File: config.mk
export PLATFORM = sky130hd
export DESIGN_NAME = eviction_write_buffer_fill
export DESIGN_NICKNAME = d
export VERILOG_FILES = /design/src/rtl/eviction_write_buffer_fill.sv
export SDC_FILE = /design/constraint.sdc
export NUM_CORES = 1
export LEC_CHECK = 0
export CORE_AREA = 10 10 329 331
export DETAILED_ROUTE_END_ITERATION = 7
export DIE_AREA = 0 0 339 341
export PLACE_DENSITY = 0.46
export RECOVER_POWER = 50
export SLEW_MARGIN = 20
export SYNTH_ARGS = -nofsm -noshare
export SYNTH_HDL_FRONTEND = slang
export SYNTH_SLANG_ARGS = --single-unit
File: constraint.sdc
create_clock -name clk -period 10.1 [get_ports clk]
set_input_delay 2.02 -clock clk [delete_from_list [all_inputs] [get_ports clk]]
set_output_delay 2.02 -clock clk [all_outputs]
set_load 0.01 [all_outputs]
File: src/rtl/eviction_write_buffer_fill.sv
`default_nettype none
// +---------------------------------------------------------------------------+
// | eviction_write_buffer_fill                                                |
// | Producer side of the L2 eviction write buffer: FIFO of dirty lines with   |
// | newest-match read lookup. Optional macro: EWB_FORWARD_EN (read forwarding)|
// | Revision: 1.0                                                             |
// +---------------------------------------------------------------------------+
module eviction_write_buffer_fill #(
    parameter int DEPTH       = 2,
    parameter int LINE_WIDTH  = 256,
    parameter int OFFSET_BITS = 5
) (
    input  logic                  clk,
    input  logic                  rst,
    input  logic                  l2_evict_req,
    input  logic [31:0]           l2_evict_address,
    input  logic [LINE_WIDTH-1:0] l2_evict_data,
    output logic                  l2_evict_ack,
    input  logic                  l2_read_req,
    input  logic [31:0]           l2_read_address,
    output logic                  l2_read_hit,
    output logic [LINE_WIDTH-1:0] l2_read_data,
    output logic                  read_conflict,
    input  logic                  send_evicted_line_pmem,
    input  logic                  complete_eviction,
    output logic                  ewb_valid,
    output logic [31:0]           ewb_address,
    output logic [LINE_WIDTH-1:0] ewb_data,
    output logic                  full
);

    localparam int                 c_PTR_W    = $clog2(DEPTH);
    localparam logic [c_PTR_W:0]   c_FULL     = (c_PTR_W+1)'(DEPTH);
    localparam logic [0:0]         c_S_ACCEPT = 1'b0;
    localparam logic [0:0]         c_S_ACKED  = 1'b1;

    logic [0:0]            r_state;
    logic [0:0]            w_state_nxt;
    logic                  r_ack;
    logic [c_PTR_W-1:0]    r_wr_ptr;
    logic [c_PTR_W-1:0]    r_rd_ptr;
    logic [c_PTR_W:0]      r_count;
    logic [DEPTH-1:0]      r_valid;
    logic [31:0]           r_addr [DEPTH];
    logic [LINE_WIDTH-1:0] r_data [DEPTH];

    logic                  w_full;
    logic                  w_push;
    logic                  w_pop;
    logic [DEPTH-1:0]      w_match;
    logic                  w_any_match;

    assign w_full = (r_count == c_FULL);
    // Pop only ever moves rd_ptr; a push while non-empty and not full targets a different slot.
    assign w_pop  = complete_eviction && (r_count != '0);

    always_ff @(posedge clk or posedge rst) begin
        if (rst) r_state <= c_S_ACCEPT;
        else     r_state <= w_state_nxt;
    end

    always_comb begin
        w_state_nxt = r_state;
        w_push      = 1'b0;
        case (r_state)
            c_S_ACCEPT: begin
                if (l2_evict_req && !w_full) begin
                    w_push      = 1'b1;
                    w_state_nxt = c_S_ACKED;
                end
            end
            c_S_ACKED: w_state_nxt = c_S_ACCEPT;
            default:   w_state_nxt = c_S_ACCEPT;
        endcase
    end

    always_ff @(posedge clk or posedge rst) begin
        if (rst) begin
            r_ack    <= 1'b0;
            r_wr_ptr <= '0;
            r_rd_ptr <= '0;
            r_count  <= '0;
            r_valid  <= '0;
        end else begin
            r_ack <= w_push;
            if (w_push) begin
                r_valid[r_wr_ptr] <= 1'b1;
                r_wr_ptr          <= r_wr_ptr + 1'b1;
            end
            if (w_pop) begin
                r_valid[r_rd_ptr] <= 1'b0;
                r_rd_ptr          <= r_rd_ptr + 1'b1;
            end
            case ({w_push, w_pop})
                2'b10:   r_count <= r_count + 1'b1;
                2'b01:   r_count <= r_count - 1'b1;
                default: r_count <= r_count;
            endcase
        end
    end

    // Payload needs no reset; the valid bits qualify it.
    always_ff @(posedge clk) begin
        if (w_push) begin
            r_addr[r_wr_ptr] <= l2_evict_address;
            r_data[r_wr_ptr] <= l2_evict_data;
        end
    end

    generate
        for (genvar g = 0; g < DEPTH; g++) begin : g_match
            assign w_match[g] = l2_read_req && r_valid[g] &&
                (r_addr[g][31:OFFSET_BITS] == l2_read_address[31:OFFSET_BITS]);
        end
    endgenerate

    assign w_any_match = |w_match;

`ifdef EWB_FORWARD_EN
    logic [c_PTR_W-1:0] w_sel;

    // Walk oldest to newest so the last hit seen is the newest copy.
    always_comb begin
        w_sel = r_rd_ptr;
        for (int i = 0; i < DEPTH; i++) begin
            if (w_match[r_rd_ptr + c_PTR_W'(i)]) w_sel = r_rd_ptr + c_PTR_W'(i);
        end
    end

    assign l2_read_hit   = w_any_match;
    assign l2_read_data  = w_any_match ? r_data[w_sel] : '0;
    assign read_conflict = 1'b0;
`else
    assign l2_read_hit   = 1'b0;
    assign l2_read_data  = '0;
    assign read_conflict = w_any_match;
`endif

    assign l2_evict_ack = r_ack;
    assign ewb_valid    = (r_count != '0);
    assign full         = w_full;
    assign ewb_address  = r_addr[r_rd_ptr];
    assign ewb_data     = r_data[r_rd_ptr];

    logic w_unused_ok;
    assign w_unused_ok = ^{send_evicted_line_pmem, l2_read_address[OFFSET_BITS-1:0]};

endmodule
`default_nettype wire

Word level (Yosys, flattened, before mapping)

Memory sizes are Yosys's and may differ from the RTL's.
Cells that the tools add are included.

Add/subtract/negate cells: 4
Order comparisons: 4
Equal/unequal tests: 5
Mux-type cells: 12
Bitwise operators: 4
Reduce and logical (&&, ||, !) cells: 12

Operators by type and width:

| kind                                                       | count |
|---|---|
| == test 27 bit                                             | 2 |
| logical AND 1 bit                                          | 8 |
| two-way mux 1 bit                                          | 6 |
| == test 2 bit, second input constant                       | 2 |
| less-than comparator 1 x 2 -> 1 bit, second input constant | 2 |
| two-way mux 2 bit                                          | 2 |
| one-hot mux 2 bit (2 select lines)                         | 1 |
| nonzero test 2 bit                                         | 2 |
| adder 1 bit, second input constant                         | 2 |
| adder 2 x 1 -> 2 bit, second input constant                | 1 |
| bitwise AND 2 bit                                          | 1 |
| demux 1 bit (select 1 bit)                                 | 2 |
| == test 2 x 1 -> 1 bit, second input constant              | 1 |
| greater-or-equal comparator 1 bit, second input constant   | 2 |
| NOT 2 bit                                                  | 1 |
| bitwise OR 2 bit                                           | 1 |
| one-hot mux 1 bit (2 select lines)                         | 1 |
| OR reduction 2 bit                                         | 1 |
| subtractor 2 x 1 -> 2 bit, second input constant           | 1 |
| zero test 1 bit                                            | 1 |
| NOT 1 bit                                                  | 1 |

Register bits: 8
Bits in writable memories: 576
Input port bits: 326
Output and inout bits: 549
Word-level logic and storage cells: 49
Memories: 2

Memory list:

| name   | depth | width | rd ports | clocked after memory_dff | write ports | line | text |
|---|---|---|---|---|---|---|---|
| r_data | 2     | 256   | 1        | 0                        | 1           | 45   | `logic [LINE_WIDTH-1:0] r_data [DEPTH];` |
| r_addr | 2     | 32    | 3        | 0                        | 1           | 44   | `logic [31:0] r_addr [DEPTH];` |

Logic depth before layout (Yosys ltp)

Depth after elaboration: 8
Depth in mapped cells: 7

Least setup slack after synthesis

Ideal clock, no wire load.

Kind: in2reg
Start: in l2_evict_req
End: mem r_addr[0][0], enable pin
Library setup time: 0.557 ns
Arrival: 6.426 ns
Setup slack: 3.117 ns
Cell stages on the path: 3
Path buffers: 0
Path through: nor3b_4 -> inv_2 -> nor2_4

Word-level cells in the longest chain between the ends: 5

RTL lines:

| what                                    | line | text |
|---|---|---|
| start, declared                         | 15   | `input logic l2_evict_req,` |
| logical AND 1 bit                       | 67   | `if (l2_evict_req && !w_full) begin` |
| two-way mux 1 bit                       | 67   |  |
| two-way mux 1 bit                       | 65   | `case (r_state)` |
| two-way mux 1 bit                       | 104  | `if (w_push) begin` |
| two-way mux 1 bit (not written as such) | 105  | `r_addr[r_wr_ptr] <= l2_evict_address;` |
| end, declared                           | 44   |  |

No other way between the ends.

Worst setup path after layout

Start: in l2_evict_req
End: mem r_addr[1][4], enable pin

Word-level cells in the longest chain between the ends: 5

RTL lines:

| what                                    | line | text |
|---|---|---|
| logical AND 1 bit                       | 67   |  |
| two-way mux 1 bit                       | 67   |  |
| two-way mux 1 bit                       | 65   |  |
| named net w_push                        | 48   | `logic w_push;` |
| two-way mux 1 bit                       | 104  |  |
| two-way mux 1 bit (not written as such) | 105  |  |

The timed path passes the listed nets, and every way through them passes these cells.

==> metrics.yaml <==
p_sw_share_pct: 29.07
die_area_um2: 115600
first_iter_violations: 510
yosysTopAreaCell: "edfxtp_1"
die_x_um: 339
sequentialPowerShare_pct: 39.0
clk_pin_slew_ns: 0.06
crit_type: "primary input to flip-flop"
dr_wl_met2_um: 36180
gp_congestion: 0.7827
cts_root_buf: "clkbuf_16"
antenna_found_initial: 73
wire_per_inst_um: 20.93
p_sw_mw: 2.566
setup_ws_ns: 2.670
slew_headroom_pct: -149.0
cp-start-kind: "primary input"
p_int_mw: 6.261
drive_above_1_share_pct: 20.04
grt_pass1_wl_um: 97280
min_path_type: "flip-flop to flip-flop"
total_power_mw: 8.826
synth.most_common_cell: "edfxtp_1"
netlist_area_um2: 23630
cts_num_sinks: 583
power_frac_clock_pct: 28.2
drc: 0
io_pins: 875
maxCapViolations: 4
ys_top_cells_by_area: "edfxtp_1 (73%), mux2_2 (14%), buf_4 (9.1%)"
final_nets: 2242
ys_ff_latch: 583
io_buffers: 611
clock_latency_ns: 0.63
cts_tree: "built"
cts_resized: 0
clock_path_buffers: 3
synth.top_cells.by_count: "edfxtp_1 (576), mux2_2 (288), buf_4 (286)"
synthArstFlopShare_pct: 1.201
ys_seq_area_share_pct: 73.93
placed_cell_area_um2: 30370
met1Wirelength_um: 22390
finalNonFillerCells: 3364
clock.fmax_mhz: 134.6
area_delta_synth_final_pct: 38.36
fin_crit_sh_pct: 73.57
cts_made_buffers: 71
synth_edf_count: 576
synth.top_cell.area_share_pct: 73.19
rsz0062_at_grt: "no"
coreArea_um2: 101400
start_util_pct: 23.29
period_minus_slack_ns: 7.430
first_global_vias: 13670
totalWireLength_um: 70430
cts_setup_buffers: 0
vias: 12440
top_layer: "met5"
track_usage_pct: 11.54
drtAntennaViolNets: 0
synth_top_flop_cell: "edfxtp_1"
place_hpwl_um: 52130
vdd_drop_max_mv: 0.1836
rows: 117
grt_overflow_total: 0
cp_max_fo: 42
power.leakage_nw: 11.28
die_h_um: 341
hold_buffers: 0
grt_max_degree: 155
wl_met3_um: 9475
routed_via_density: 3.697
whs_ns: 0.4925
htree_levels: 3
comb_power_share_pct: 32.8
dr.pass1.iters: 4
crit_arrival_ns: 7.61
tightest_slew_ns: 3.736
outcome: "finished with violations"
setup_viol: 0
violations: "max-capacitance violations, max-slew violations"
synth_warnings: 0
endpoint_kind: "flip-flop"
syn_avg_cell_area_um2: 18.84
finClkSkew_ns: 0.02264
dpl_worst_slack_ns: 3.087
cp.required_ns: 10.28
fin_area_um2: 32700
synth.distinct_cells: 24
synthesis.instances: 1254
setup_tns_ns: 0
power_density_nw_per_um2: 269.9
slew_viol_final: 178
utilization_pct: 32.23
hold_viol_final: 0
numPlacedInstances: 3210
## sequential cells by signal (all words and copies together), names as in the netlist
register      count
r_valid           2
r_data          512
r_count           2
r_wr_ptr          1
r_rd_ptr          1
l2_evict_ack      1
r_addr           64
## path summary, 6_finish.rpt
check / from / endpoint / slack [ns] / depth (start not counted)
hold reg to reg: r_count[1]$_DFFE_PP0P_ / r_count[1]$_DFFE_PP0P_ / 0.49 / 1
max in group asynchronous: rst / r_rd_ptr$_DFFE_PP0N_ / 7.98 / 2
setup reg to reg: r_count[1]$_DFFE_PP0P_ / r_addr[1][4]$_DFFE_PP_ / 4.02 / 4
hold / removal: r_count[1]$_DFFE_PP0P_ / r_count[1]$_DFFE_PP0P_ / 0.49 / 1
min in group asynchronous: rst / r_rd_ptr$_DFFE_PP0N_ / 1.83 / 2
setup / recovery: l2_evict_req / r_addr[1][4]$_DFFE_PP_ / 2.67 / 4
## layer usage
metal	track usage (%)	vias up
met5	0	-
met4	4.507	38
met3	7.267	164
met2	20.69	622
met1	10.31	6028
li1	-	5584
## final cells by class
type	count	area, um^2
multi-input combinational	635	4926
fill	9949	68750
clock inverter	35	392.9
tap	1368	1712
sequential	583	17480
inverter	3	11.26
clock buffer	89	1887
antenna	30	75.07
timing repair buffer	621	6217
## logic make-up (layout without fill, tap and decap cells)
family,count (synthesis),count (layout),share of synthesized area [%]
mux,288,288,13.72
other cells,1,287,0.01587
buf+inv,292,748,9.197
fa+ha+maj,1,1,0.05294
xor+xnor,59,59,2.187
simple gates,27,27,0.7571
flops,583,583,73.93
compound gates,3,3,0.1324
## cells in the final DEF, fill, tap and decap left out, types with 2 or more instances in the layout
| cell | count |
|---|---|
| buf_12 | 3 |
| buf_4 | 4 |
| bufinv_16 | 7 |
| clkbuf_1 | 19 |
| clkbuf_16 | 73 |
| clkdlybuf4s50_1 | 319 |
| clkinv_1 | 15 |
| clkinv_2 | 8 |
| clkinv_8 | 2 |
| conb_1 | 257 |
| dfrtp_1 | 6 |
| diode_2 | 30 |
| dlygate4sd3_1 | 292 |
| edfxtp_1 | 576 |
| inv_1 | 2 |
| inv_16 | 2 |
| mux2_2 | 288 |
| nand2_1 | 3 |
| nand3_1 | 2 |
| nand4_1 | 2 |
| nor2_1 | 2 |
| nor4_1 | 14 |
| xnor2_1 | 4 |
| xor2_1 | 55 |
## power groups by stage
| stage | registers [mW] | clock network (mW) | logic (mW) |
|---|---|---|---|
| floorplan | 3.43 | 0 | 1.54 |
| global placement | 3.46 | 0 | 3.02 |
| detailed placement | 3.48 | 0 | 3.00 |
| CTS | 3.43 | 2.59 | 3.03 |
| global route | 3.49 | 2.69 | 3.10 |
| finish | 3.44 | 2.49 | 2.90 |
## worst max-delay path: stages
cell	delay, ns
dlygate4sd3_1	0.54
nor3b_1	0.54
and2_0	2.50
clkbuf_1	1.90
No activity file was read; power rests on OpenSTA's default activity.
